`src/rtl/pattern_ctrl_if.sv`:
```
// Pattern-select control bundle: button/auto/vsync toward the sequencer,
// mode select and status back toward the VGA top level.
interface pattern_ctrl_if;
    logic       BTN;
    logic       AUTO;
    logic       VGA_VS;
    logic [2:0] MODE;
    logic       MODE_CHG;
    logic       PEND;

    modport master (
        output BTN,
        output AUTO,
        output VGA_VS,
        input  MODE,
        input  MODE_CHG,
        input  PEND
    );

    modport slave (
        input  BTN,
        input  AUTO,
        input  VGA_VS,
        output MODE,
        output MODE_CHG,
        output PEND
    );
endinterface

```
`src/rtl/pattern_ctrl.sv`:
```
// Test-pattern sequencer: debounced button or frame timer requests a mode
// advance, which is applied only at the leading edge of vertical sync.
module pattern_ctrl #(
    parameter int NMODE       = 8,
    parameter int DEB_CYC     = 250000,
    parameter int AUTO_FRAMES = 120,
    parameter bit VS_POL      = 1'b0
) (
    input  logic            CLK,
    input  logic            RST,
    pattern_ctrl_if.slave   bus
);
    localparam int DW = $clog2(DEB_CYC + 1);
    localparam int FW = $clog2(AUTO_FRAMES + 1);
    localparam logic [DW-1:0] DEB_LAST  = DW'(DEB_CYC - 1);
    localparam logic [FW-1:0] FRM_LAST  = FW'(AUTO_FRAMES - 1);
    localparam logic [2:0]    MODE_LAST = 3'(NMODE - 1);

    typedef enum logic {IDLE, PEND_S} state_t;

    logic          btn_s1_q, btn_s1_d, btn_s2_q, btn_s2_d;
    logic          btn_stable_q, btn_stable_d;
    logic [DW-1:0] deb_cnt_q, deb_cnt_d;
    logic          vs_s1_q, vs_s1_d, vs_s2_q, vs_s2_d, vs_s3_q, vs_s3_d;
    logic [FW-1:0] frm_cnt_q, frm_cnt_d;
    state_t        state_q, state_d;
    logic [2:0]    mode_q, mode_d;
    logic          mode_chg_q, mode_chg_d;

    logic press, frame_start, auto_req, advance;

    always_ff @(posedge CLK or posedge RST) begin
        if (RST) begin
            btn_s1_q     <= 1'b0;
            btn_s2_q     <= 1'b0;
            btn_stable_q <= 1'b0;
            deb_cnt_q    <= '0;
            vs_s1_q      <= 1'b0;
            vs_s2_q      <= 1'b0;
            vs_s3_q      <= 1'b0;
            frm_cnt_q    <= '0;
            state_q      <= IDLE;
            mode_q       <= 3'd0;
            mode_chg_q   <= 1'b0;
        end else begin
            btn_s1_q     <= btn_s1_d;
            btn_s2_q     <= btn_s2_d;
            btn_stable_q <= btn_stable_d;
            deb_cnt_q    <= deb_cnt_d;
            vs_s1_q      <= vs_s1_d;
            vs_s2_q      <= vs_s2_d;
            vs_s3_q      <= vs_s3_d;
            frm_cnt_q    <= frm_cnt_d;
            state_q      <= state_d;
            mode_q       <= mode_d;
            mode_chg_q   <= mode_chg_d;
        end
    end

    // Button path: the counter runs only while the synchronized level
    // disagrees with the accepted state; any agreement restarts it.
    always_comb begin
        btn_s1_d     = bus.BTN;
        btn_s2_d     = btn_s1_q;
        btn_stable_d = btn_stable_q;
        deb_cnt_d    = '0;
        press        = 1'b0;
        if (btn_s2_q != btn_stable_q) begin
            if (deb_cnt_q == DEB_LAST) begin
                btn_stable_d = btn_s2_q;
                press        = btn_s2_q;
            end else begin
                deb_cnt_d = deb_cnt_q + 1'b1;
            end
        end
    end

    // Vsync edge detect and auto-cycle frame counter.
    always_comb begin
        vs_s1_d     = bus.VGA_VS;
        vs_s2_d     = vs_s1_q;
        vs_s3_d     = vs_s2_q;
        frame_start = (vs_s2_q == VS_POL) && (vs_s3_q != VS_POL);
        frm_cnt_d   = frm_cnt_q;
        auto_req    = 1'b0;
        if (!bus.AUTO) begin
            frm_cnt_d = '0;
        end else if (frame_start) begin
            if (frm_cnt_q == FRM_LAST) begin
                frm_cnt_d = '0;
                auto_req  = 1'b1;
            end else begin
                frm_cnt_d = frm_cnt_q + 1'b1;
            end
        end
    end

    // auto_req is always frame-aligned, so from IDLE it advances directly.
    always_comb begin
        state_d = state_q;
        advance = 1'b0;
        case (state_q)
            IDLE: begin
                if (auto_req) begin
                    advance = 1'b1;
                end else if (press) begin
                    state_d = PEND_S;
                end
            end
            PEND_S: begin
                if (frame_start) begin
                    advance = 1'b1;
                    state_d = IDLE;
                end
            end
            default: state_d = IDLE;
        endcase
        mode_d     = mode_q;
        if (advance) begin
            mode_d = (mode_q == MODE_LAST) ? 3'd0 : mode_q + 3'd1;
        end
        mode_chg_d = advance;
    end

    assign bus.MODE     = mode_q;
    assign bus.MODE_CHG = mode_chg_q;
    assign bus.PEND     = (state_q == PEND_S);
endmodule

```
`src/flat_wrapper.sv`:
```
// flat-port wrapper written by rule: the top's interface ports become plain ports
module pattern_ctrl_flat 
#(
    parameter int NMODE       = 8,
    parameter int DEB_CYC     = 250000,
    parameter int AUTO_FRAMES = 120,
    parameter bit VS_POL      = 1'b0
)
  (CLK, RST, bus_BTN, bus_AUTO, bus_VGA_VS, bus_MODE, bus_MODE_CHG, bus_PEND);
  pattern_ctrl_if bus_i ();
  input  logic CLK;
  input  logic RST;
  input wire logic [$bits(bus_i.BTN)-1:0] bus_BTN;
  input wire logic [$bits(bus_i.AUTO)-1:0] bus_AUTO;
  input wire logic [$bits(bus_i.VGA_VS)-1:0] bus_VGA_VS;
  output wire logic [$bits(bus_i.MODE)-1:0] bus_MODE;
  output wire logic [$bits(bus_i.MODE_CHG)-1:0] bus_MODE_CHG;
  output wire logic [$bits(bus_i.PEND)-1:0] bus_PEND;
  assign bus_i.BTN = bus_BTN;
  assign bus_i.AUTO = bus_AUTO;
  assign bus_i.VGA_VS = bus_VGA_VS;
  assign bus_MODE = bus_i.MODE;
  assign bus_MODE_CHG = bus_i.MODE_CHG;
  assign bus_PEND = bus_i.PEND;
  pattern_ctrl #(.NMODE(NMODE), .DEB_CYC(DEB_CYC), .AUTO_FRAMES(AUTO_FRAMES), .VS_POL(VS_POL)) u_core (.CLK(CLK), .RST(RST), .bus(bus_i));
endmodule
```
`config.mk`:
```
export PLATFORM = sky130hd
export DESIGN_NAME = pattern_ctrl_flat
export DESIGN_NICKNAME = d
export VERILOG_FILES = /design/src/rtl/pattern_ctrl_if.sv /design/src/rtl/pattern_ctrl.sv /design/src/flat_wrapper.sv
export SDC_FILE = /design/constraint.sdc
export NUM_CORES = 1
export LEC_CHECK = 0
export CAP_MARGIN = 15
export CORE_ASPECT_RATIO = 1.1
export CORE_UTILIZATION = 61
export DETAILED_ROUTE_END_ITERATION = 10
export DONT_BUFFER_PORTS = 1
export PLACE_DENSITY = 0.81
export SLEW_MARGIN = 20
export SYNTH_ARGS = -nofsm -noshare
export SYNTH_HDL_FRONTEND = slang
export SYNTH_SLANG_ARGS = --single-unit
```
`constraint.sdc`:
```
create_clock -name CLK -period 3.8 [get_ports CLK]
set_input_delay 0.38 -clock CLK [delete_from_list [all_inputs] [get_ports CLK]]
set_output_delay 0.38 -clock CLK [all_outputs]
set_load 0.01 [all_outputs]
```
=== Yosys cells after proc, flatten, opt, wreduce, memory -nomap -nowiden ===
Cells that the tools add are included.

* $add $sub $neg: 3
* Equality and inequality tests: 5
* Mux-type cells: 18
* Bitwise gates (word level): 2
* Reduce and logical (&&, ||, !) cells: 2

{| class="wikitable"
|+ Operators with widths
! cell !! count
|-
| 18-bit 2-to-1 mux || 2
|-
| 7-bit 2-to-1 mux || 3
|-
| 18-bit by 1-bit adder with 18-bit output (second input constant) || 1
|-
| 18-bit == test (second input constant) || 1
|-
| 1-bit 2-to-1 mux || 10
|-
| 7-bit by 1-bit adder with 7-bit output (second input constant) || 1
|-
| 7-bit == test (second input constant) || 1
|-
| 1-bit one-hot mux with 2 select lines || 2
|-
| 3-bit by 1-bit adder with 3-bit output (second input constant) || 1
|-
| 3-bit == test (second input constant) || 1
|-
| 3-bit 2-to-1 mux || 1
|-
| 2-bit by 1-bit inequality test with 1-bit output (second input constant) || 1
|-
| 1-bit inverter || 2
|-
| 2-bit AND reduction || 1
|-
| 1-bit logical AND || 1
|-
| 1-bit inequality test || 1
|}

* Flip-flop bits (word level): 36

=== Longest topological paths before layout ===
Gate-level depths: netlist (run 1).

* Word-level depth: 6
* Depth in mapped cells: 6
* Mapped depth without buffers: 5

=== Worst setup path after synthesis (run 1) ===
No wires, ideal clock.

* Path type: register to register
* Start point: register u_core.deb_cnt_q[0]
* End point: register u_core.deb_cnt_q[10]
* Library setup time: 0.121 ns
* Arrival: 1.627 ns
* Slack: 2.052 ns
* Stages on the path, launching flop included: 7
* Path buffers: 1
* Clock period less this slack: 1.748 ns
* Path through: dfrtp_1 -> ha_1 -> nand3_1 -> or3_1 -> o21ai_2 -> buf_2 -> nor2_1

* Cells in the longest elaborated chain, start to end: 3

{| class="wikitable"
|+ RTL lines
! what !! RTL line !! source
|-
| start: declaration || pattern_ctrl.sv:23 || <nowiki>logic [DW-1:0] deb_cnt_q, deb_cnt_d;</nowiki>
|-
| start signal: assignment || pattern_ctrl.sv:49 || <nowiki>deb_cnt_q <= deb_cnt_d;</nowiki>
|-
| 18-bit by 1-bit adder with 18-bit output or 18-bit == test (tied branches) || pattern_ctrl.sv:73, pattern_ctrl.sv:69 ||
|-
| 18-bit 2-to-1 mux (*) || pattern_ctrl.sv:69 || <nowiki>if (deb_cnt_q == DEB_LAST) begin</nowiki>
|-
| 18-bit 2-to-1 mux (*) || pattern_ctrl.sv:68 || <nowiki>if (btn_s2_q != btn_stable_q) begin</nowiki>
|-
| via u_core.deb_cnt_d[10] || pattern_ctrl.sv:23 ||
|}

The timed path passes the listed nets; every way through them passes the cells marked *.
A chain may end at the register's enable or synchronous reset.

=== Final worst setup path (run 1) ===
* Start point: register u_core.deb_cnt_q[0]
* End point: register u_core.deb_cnt_q[3]

The elaborated chain is that of the path after synthesis.

==> impl_metrics.csv, run 1 <==
group,metric,value,unit
synthesis,synth_edf_count,0,
synthesis,synth_cell_types,35,
drt,drtPass1Iterations,4,
critical_path,reg2reg_depth,5,
sta,worst_pin_slew,0.7086,ns
pwr,p_leak,0.0007358,uW
critical_path,crit_path_start_kind,"flop",
drt,drt_iter0_drc,26,
placement,gp_routability_congestion,0.8122,
layout,area_delta_synth_final,5.970,%
global_route,grt_pass1_vias,1216,
clock_network,clk_path_buf_depth,2,
clock_network,postCtsSetupBuffers,0,
die,die_h,56.99,um
die,initial_core_util,65.91,%
run_status,status,"completed",
die,die_area,2962,um2
critical_path,crit_required,4.00,ns
clock_network,clkTransAtPathRegs,0.11,ns
clock_network,clock_latency,0.34,ns
global_route,grt_pass1_wl,5147,um
drt,vias,1221,
synthesis,synth_ff_type,"dfrtp_1",
synthesis,avgSynthCellArea,10.22,um2
layout,diodes,0,
sta,slew_headroom,52.75,%
placement,hpwlAfterDp,2028,um
clock_network,cts_tree,"built",
global_route,met1_usage,27.49,%
synthesis,syn-cell-area,1677,um2
sta,setup_tns,0,ns
critical_path,critPathKind,"flop to flop",
layout,fillCellCount,192,
clock_network,h-tree-depth,2,
die,core-area,2544,um2
layout,final_cell_mix,"dfrtp_1 (36), nor2_1 (22), nand2_1 (14), xnor2_1 (12), nand3_1 (9)",
layout,largest_register_ffs,18,
sta,fmaxAchievable,0.4900,GHz
sta,rsz0062_at_grt,"false",
global_route,met3_usage,8.000,%
sta,hold_viol,0,
placement,port-buffer-count,0,
critical_path,arrival,2.24,ns
hold_path,hp-start,"bus_VGA_VS",
drt,ant_nets,0,
job,maxCapViolations,0,
drt,wl_per_cell,14.62,um
global_route,antenna_found_initial,0,
sta,fin_crit_sh,53.70,%
clock_network,root_buffer,"clkbuf_4",
drt,routed_wl,2953,um
hold_path,hp-class,"primary input to flop",
synthesis,yosysSeqAreaShare,53.73,%
layout,final_cells,202,
pwr,powerDensity,351.2,nW/um2
critical_path,endpoint_kind,"flop",
global_route,grt_max_degree,26,
global_route,busiest_layer,"met2",
die,rows,19,
sta,finalSetupViolations,0,
pwr,ir_worst_vdd,0.3808,mV
global_route,grt-ovfl-total,0,
clock_network,tritoncts.num_buffers,5,
synthesis,ys_warn_count,0,
layout,final_common_cell,"dfrtp_1",
die,io_pins,10,
critical_path,reg2reg_from,"u_core.deb_cnt_q[0]",
hold_path,hold_path_end,"u_core.vs_s1_q",
global_route,grt_use_met2,40.84,%
layout,drive_above_1_share,8.772,%
sta,period_needed,2.041,ns
synthesis,syn_inst,164,
critical_path,r2r-end,"u_core.deb_cnt_q[3]",
synthesis,ys_ff_latch,36,
layout,nets,179,
synthesis,syn-num-nets,173,
drt,drc,0,
drt,viasPerCell,6.045,
synthesis,async_reset_ff_share,100.0,%
die,die_w,51.99,um
sta,maxSlewViolCount,0,
hold_path,hold_depth,0,
critical_path,critical_path.max_fanout,18,
critical_path,regToRegSetupSlack,1.76,ns
clock_network,clock-sinks,36,
global_route,grt_usage,24.06,%
sta,skew,0.01199,ns
layout,largest_register,"u_core.deb_cnt_q",
placement,post-place-cells,193,
how the worst max path moves through the flow:
stage	cells past startpoint	slack (ns)	endpoint	from
2_1_floorplan	6	2.05	u_core.deb_cnt_q[10]	u_core.deb_cnt_q[0]
3_3_place_gp	5	1.87	u_core.deb_cnt_q[16]	u_core.deb_cnt_q[0]
3_5_place_dp	5	1.81	u_core.deb_cnt_q[3]	u_core.deb_cnt_q[0]
4_1_cts	5	1.77	u_core.deb_cnt_q[10]	u_core.deb_cnt_q[0]
5_1_grt	5	1.61	u_core.deb_cnt_q[10]	u_core.deb_cnt_q[0]
6_report	5	1.76	u_core.deb_cnt_q[3]	u_core.deb_cnt_q[0]
through the flow:
step / hold WS [ns] / instance area [um2] / total power, uW / setup WS, ns / util, %
2_1_floorplan: 0.3312 / 1677 / 424.5 / 2.052 / -
3_3_place_gp: 0.2838 / 1710 / 428.9 / 1.873 / 67.24
3_5_place_dp: 0.2908 / 1710 / 430.3 / 1.807 / 67.24
4_1_cts: 0.03377 / 1777 / 630.7 / 1.768 / 69.85
5_1_grt: 0.008885 / 1777 / 651.6 / 1.613 / 69.85
6_report: 0.04866 / 1777 / 623.9 / 1.759 / 69.85
per-layer routing:
| layer | routed length, um | vias to the layer above | share of wire (%) |
|---|---|---|---|
| met5 | 0 | - | 0 |
| met4 | 51 | 0 | 1.7 |
| met3 | 95 | 6 | 3.2 |
| met2 | 1545 | 15 | 52 |
| met1 | 1260 | 603 | 43 |
| li1 | - | 597 | - |
report_power, final:
part | switching [uW] | leakage, uW | total [uW] | internal, uW
sequential | 7.22 | 0.000487 | 398 | 391
clock | 130 | 0.0000349 | 201 | 71.0
combinational | 17.5 | 0.000213 | 25.2 | 7.66
worst max-delay path: stages, from the launching register on:
cell and delay [ns]:
dfrtp_1 0.42, ha_1 0.22, nand3_1 0.12, or3_1 0.43, o21ai_2 0.58, nor2_1 0.13
logic make-up after synthesis:
group | count (synthesis) | share of synthesized area (%)
xor gates and xnor gates | 15 | 7.836
and+or+nand+nor | 73 | 22.46
AOI/OAI and AO/OA | 24 | 9.328
buffers and inverters | 10 | 2.314
adders and majority gates | 4 | 2.985
DFF | 36 | 53.73
muxes | 2 | 1.343
cells in the mapped netlist (all sizes together), types with 3 or more instances:
cell type,n,area [um2]
nand2,14,52.55
inv,7,26.28
nand3,10,55.05
or4,3,26.27
a21boi,3,22.52
xnor2,12,105.1
nor4,7,43.79
o21ai,8,43.79
nor2,22,82.58
dfrtp,36,900.9
xor2,3,26.28
nand4,4,25.02
o31ai,3,22.52
a21oi,5,25.02
ha,4,50.05
what timing repair did:
action | CTS | global route
hold buffers | 1 | 0
endpoints found under the hold margin | 11 | 0
resized for setup | 0 | 0
layout make-up:
type	instances	area (um2)	share of cell area [%]
repair buffers	2	17.52	0.9859
clock inverters	3	18.77	1.056
clock buffers	5	37.54	2.113
inverters	7	26.28	1.479
multi-input cells	118	737.0	41.48
well taps	31	38.79	2.183
flip-flops and latches	36	900.9	50.70
Note: power is estimated with default switching activity, not from simulation.
==> inputs of run 2 (changes only) <==
==> constraint.sdc (replaced) <==
create_clock -name CLK -period 1.9 [get_ports CLK]
set_input_delay 0.19 -clock CLK [delete_from_list [all_inputs] [get_ports CLK]]
set_output_delay 0.19 -clock CLK [all_outputs]
set_load 0.01 [all_outputs]
==> impl_metrics.csv, run 2 (synthesis gave the netlist of run 1 again) <==
group,metric,value,unit
layout,nets,187,
pwr,clockPowerShare,38.8,%
sta,hold_viol,0,
drt,wl_per_cell,15.66,um
critical_path,crit_chain,"nand3_2, or4_4, or4_1, a21oi_1",
placement,gp_routability_congestion,0.8764,
clock_network,clock_latency,0.35,ns
run_status,status,"completed",
critical_path,critical_path.max_fanout,6,
global_route,antenna_found_initial,0,
die,die_area,2962,um2
pwr,ir_worst_vdd,0.6360,mV
clock_network,cts_tree,"built",
critical_path,critPathTopFamily,"simple AND/OR/NAND/NOR gates",
clock_network,tritoncts.num_buffers,5,
clock_network,clk_path_buf_depth,2,
die,rows,19,
drt,drtPass1Iterations,4,
critical_path,critPathKind,"flop to flop",
layout,area_delta_synth_final,11.79,%
layout,drive_above_1_share,11.73,%
sta,skew,0.01440,ns
sta,worst_pin_slew,0.4831,ns
layout,final_common_cell,"dfrtp_1",
drt,viasPerCell,6.048,
global_route,grt_usage,27.31,%
global_route,grt-ovfl-total,0,
global_route,grt_pass1_vias,1287,
layout,design_area,1874,um2
layout,diodes,0,
critical_path,crit_required,2.17,ns
pwr,powerDensity,747.4,nW/um2
sta,finalSetupViolations,0,
drt,routed_wl,3288,um
drt,ant_nets,0,
die,initial_core_util,65.91,%
layout,largest_register,"u_core.deb_cnt_q",
die,io_pins,10,
drt,drt_iter0_drc,20,
sta,rsz0062_at_grt,"false",
layout,largest_register_ffs,18,
pwr,internal-power,1078,uW
critical_path,arrival,2.08,ns
pwr,p_leak,0.0007783,uW
clock_network,h-tree-depth,2,
die,die_w,51.99,um
sta,fin_crit_sh,95.25,%
global_route,grt_pass1_wl,5747,um
placement,place_area,1748,um2
sta,fmaxAchievable,0.5526,GHz
hold_path,hp-class,"primary input to flop",
placement,hpwlAfterDp,2187,um
layout,utilization,73.68,%
critical_path,regToRegSetupSlack,0.09,ns
sta,period_needed,1.810,ns
layout,fillCellCount,176,
sta,maxSlewViolCount,0,
critical_path,crit_slowest_cell,"or4_4",
pwr,p_switching,323.4,uW
clock_network,clock-sinks,36,
job,maxCapViolations,0,
placement,port-buffer-count,0,
clock_network,root_buffer,"clkbuf_4",
pwr,power.share.combinational,4.3,%
sta,slew_headroom,67.76,%
critical_path,crit_path_start_kind,"flop",
drt,drc,0,
pwr,switching_share,23.08,%
pwr,seq_power_share,56.9,%
sta,setup_tns,0,ns
clock_network,clkTransAtPathRegs,0.12,ns
critical_path,cpPeakStageDelay,0.57,ns
layout,final_cell_mix,"dfrtp_1 (36), nor2_1 (21), nand2_1 (14), xnor2_1 (12), nand3_1 (9)",
critical_path,crit_buf_inv,0,
die,core-area,2544,um2
drt,vias,1270,
global_route,grt_max_degree,25,
critical_path,endpoint_kind,"flop",
die,die_h,56.99,um
[run 2: cell count changes in the layout (fill, tap and decap cells not counted), sizes merged]
cell / change
bufinv: +1
dlygate4sd3: +3
clkinv: -2
buf: +5
clkinvlp: +1
[run 2: cell type report]
cell class / count / area (um2) / area share (%)
inverters: 7 / 26.28 / 1.402
well taps: 31 / 38.79 / 2.069
flip-flops and latches: 36 / 900.9 / 48.06
clock buffers: 5 / 37.54 / 2.003
multi-input cells: 118 / 739.5 / 39.45
clock inverters: 3 / 42.54 / 2.270
repair buffers: 10 / 88.84 / 4.740
[run 2: worst paths after layout]
| check | from | endpoint | cells after the start |
|---|---|---|---|
| setup / recovery | u_core.deb_cnt_q[5] | u_core.deb_cnt_q[17] | 4 |
| setup reg to reg | u_core.deb_cnt_q[5] | u_core.deb_cnt_q[17] | 4 |
| hold / removal | bus_AUTO | u_core.frm_cnt_q[5] | 2 |
| min in group asynchronous | RST | u_core.vs_s2_q | 2 |
| max in group asynchronous | RST | u_core.deb_cnt_q[11] | 3 |
| hold reg to reg | u_core.vs_s1_q | u_core.vs_s2_q | 0 |
[run 2: layer usage]
metal	up-vias	routed length, um	GRT usage [%]
li1	607	-	-
met1	627	1309	30.38
met2	30	1791	48.53
met3	6	129	7.467
met4	0	57	10.42
met5	-	0	0
[run 2: repair_timing]
item,4_1_cts,5_1_grt
endpoints found under the setup margin,0,15
resized for setup,0,2
hold endpoints to repair,21,0
buffers inserted,0,0
hold buffers,4,0
[run 2: metrics by stage]
stage,worst slack [ns],power (uW),cells,hold WS [ns]
finish,0.09029,1401,210,0.02066
global route,0.0003564,1468,210,0.01752
CTS,0.07868,1405,210,0.008413
detailed placement,0.09758,862.7,198,0.1209
global placement,0.2222,859.4,198,0.1100
floorplan,0.1517,849.1,164,0.2214
[run 2: worst reg2reg max path, cell delays in order (launching register included)]
cell     delay, ns
dfrtp_1       0.46
nand3_2       0.11
or4_4         0.57
or4_1         0.41
a21oi_1       0.19
[run 2: power groups by stage]
| stage | Sequential (uW) | Combinational (uW) | Clock (uW) |
|---|---|---|---|
| 2_1_floorplan | 807 | 41.9 | 0 |
| 3_3_place_gp | 810 | 49.8 | 0 |
| 3_5_place_dp | 811 | 51.9 | 0 |
| 4_1_cts | 796 | 60.6 | 548 |
| 5_1_grt | 800 | 70.2 | 598 |
| 6_report | 798 | 60.4 | 543 |
==> inputs of run 3 (changes only) <==
--- a/config.mk
+++ b/config.mk
@@ -10,6 +10,7 @@
 export CORE_UTILIZATION = 61
 export DETAILED_ROUTE_END_ITERATION = 10
 export DONT_BUFFER_PORTS = 1
+export HOLD_SLACK_MARGIN = 0.08
 export PLACE_DENSITY = 0.81
 export SLEW_MARGIN = 20
 export SYNTH_ARGS = -nofsm -noshare
==> impl_metrics.csv, run 3 (synthesis gave the netlist of run 1 again) <==
group,metric,value,unit
critical_path,critical_path.max_fanout,6,
placement,hpwlAfterDp,2187,um
critical_path,crit_chain,"nand3_2, or4_4, or4_1, a21oi_1",
sta,worst_slack,0.09189,ns
pwr,p_leak,0.0007783,uW
pwr,clockPowerShare,38.8,%
sta,hold_viol,0,
hold_path,hold_depth,3,
clock_network,clock-sinks,36,
die,rows,19,
hold_path,hp-start,"bus_AUTO",
critical_path,arrival,2.08,ns
placement,gp_routability_congestion,0.8764,
critical_path,r2r-end,"u_core.deb_cnt_q[17]",
placement,post-place-cells,198,
placement,dp_slack,0.09758,ns
pwr,seq_power_share,56.9,%
sta,fmaxAchievable,0.5531,GHz
die,die_h,56.99,um
layout,final_common_cell,"dfrtp_1",
layout,final_cell_mix,"dfrtp_1 (36), nor2_1 (21), nand2_1 (14), xnor2_1 (12), nand3_1 (9)",
layout,largest_register_ffs,18,
layout,nets,187,
drt,drc,0,
layout,multiInputGateArea,739.5,um2
clock_network,clock_latency,0.35,ns
sta,slew_headroom,67.73,%
clock_network,clk_path_buf_depth,2,
sta,rsz0062_at_grt,"false",
global_route,grt_max_degree,25,
job,maxCapViolations,0,
hold_path,hp-class,"primary input to flop",
global_route,grt_pass1_wl,5733,um
drt,routed_wl,3269,um
die,core-area,2544,um2
drt,drt_iter0_drc,20,
pwr,power,1402,uW
sta,fin_crit_sh,95.16,%
clock_network,root_buffer,"clkbuf_4",
die,initial_core_util,65.91,%
clock_network,postCtsSetupBuffers,0,
critical_path,crit_required,2.17,ns
global_route,grt-ovfl-total,0,
critical_path,reg2reg_from,"u_core.deb_cnt_q[5]",
pwr,power.share.combinational,4.3,%
hold_path,hold_path_end,"u_core.frm_cnt_q[3]",
global_route,grt_usage,27.25,%
die,die_area,2962,um2
layout,drive_above_1_share,11.73,%
drt,vias,1267,
sta,maxSlewViolCount,0,
placement,port-buffer-count,0,
layout,seq_area,900.9,um2
pwr,p_switching,324.0,uW
drt,drtPass1Iterations,4,
sta,finalSetupViolations,0,
clock_network,h-tree-depth,2,
critical_path,crit_buf_inv,0,
pwr,powerDensity,747.8,nW/um2
critical_path,endpoint_kind,"flop",
sta,worst_pin_slew,0.4835,ns
layout,area_delta_synth_final,11.79,%
sta,hold_ws,0.1186,ns
run_status,status,"completed",
layout,largest_register,"u_core.deb_cnt_q",
clock_network,cts_tree,"built",
critical_path,crit_slowest_cell,"or4_4",
die,die_w,51.99,um
pwr,switching_share,23.12,%
clock_network,tritoncts.num_buffers,5,
critical_path,cpPeakStageDelay,0.57,ns
sta,setup_tns,0,ns
drt,ant_nets,0,
pwr,ir_worst_vdd,0.6373,mV
critical_path,regToRegSetupSlack,0.09,ns
layout,diodes,0,
die,io_pins,10,
layout,fillCellCount,176,
drt,viasPerCell,6.033,
clock_network,clkTransAtPathRegs,0.12,ns
sta,period_needed,1.808,ns
drt,wl_per_cell,15.57,um
critical_path,critPathTopFamily,"simple AND/OR/NAND/NOR gates",
critical_path,critPathKind,"flop to flop",
layout,final_cells,210,
critical_path,reg2reg_depth,4,
critical_path,crit_path_start_kind,"flop",
sta,skew,0.01414,ns
global_route,antenna_found_initial,0,
pwr,internal-power,1078,uW
global_route,grt_pass1_vias,1285,
## run 3: cell type report
cell class | count | area share, %
Tap cell | 31 | 2.069
Clock inverter | 3 | 2.270
Inverter | 7 | 1.402
Multi-Input combinational cell | 118 | 39.45
Clock buffer | 5 | 2.003
Timing Repair Buffer | 10 | 4.740
Sequential cell | 36 | 48.06
## run 3: worst max-delay path by stage
stage | start | depth (start not counted) | slack (ns) | endpoint
2_1_floorplan | u_core.deb_cnt_q[0] | 6 | 0.15 | u_core.deb_cnt_q[10]
3_3_place_gp | u_core.deb_cnt_q[9] | 4 | 0.22 | u_core.deb_cnt_q[15]
3_5_place_dp | u_core.deb_cnt_q[5] | 4 | 0.1 | u_core.deb_cnt_q[17]
4_1_cts | u_core.deb_cnt_q[5] | 4 | 0.08 | u_core.deb_cnt_q[17]
5_1_grt | u_core.deb_cnt_q[5] | 4 | 0.0004 | u_core.deb_cnt_q[17]
6_report | u_core.deb_cnt_q[5] | 4 | 0.09 | u_core.deb_cnt_q[17]
## run 3: power groups by stage
| stage | combinational (uW) | sequential [uW] | clock [uW] |
|---|---|---|---|
| 6_report | 60.6 | 798 | 543 |
| 5_1_grt | 70.5 | 800 | 598 |
| 4_1_cts | 60.9 | 796 | 548 |
| 3_5_place_dp | 51.9 | 811 | 0 |
| 3_3_place_gp | 49.8 | 810 | 0 |
| 2_1_floorplan | 41.9 | 807 | 0 |
## run 3: per-layer routing
metal,routed length [um],up-vias,global-route usage [%],share of wire [%]
li1,-,607,-,-
met1,1307,625,30.38,40
met2,1777,27,48.35,54
met3,117,8,7.467,3.6
met4,67,0,10.42,2.0
met5,0,-,0,0
## run 3: per-stage QoR
step           area, um2  utilization [%]
5_1_grt             1874            73.68
3_3_place_gp        1748            68.72
4_1_cts             1868            73.44
6_report            1874            73.68
2_1_floorplan       1677                -
3_5_place_dp        1748            68.72
## run 3: tightest hold or removal path, cell delays in order
cell	delay [ns]
a21oi_1	0.06
o21ai_0	0.15
nor2_1	0.05
## run 3: what timing repair did
action	4_1_cts	5_1_grt
resized for setup	0	2
hold buffers	4	0
endpoints found under the hold margin	21	0
endpoints found under the setup margin	0	15
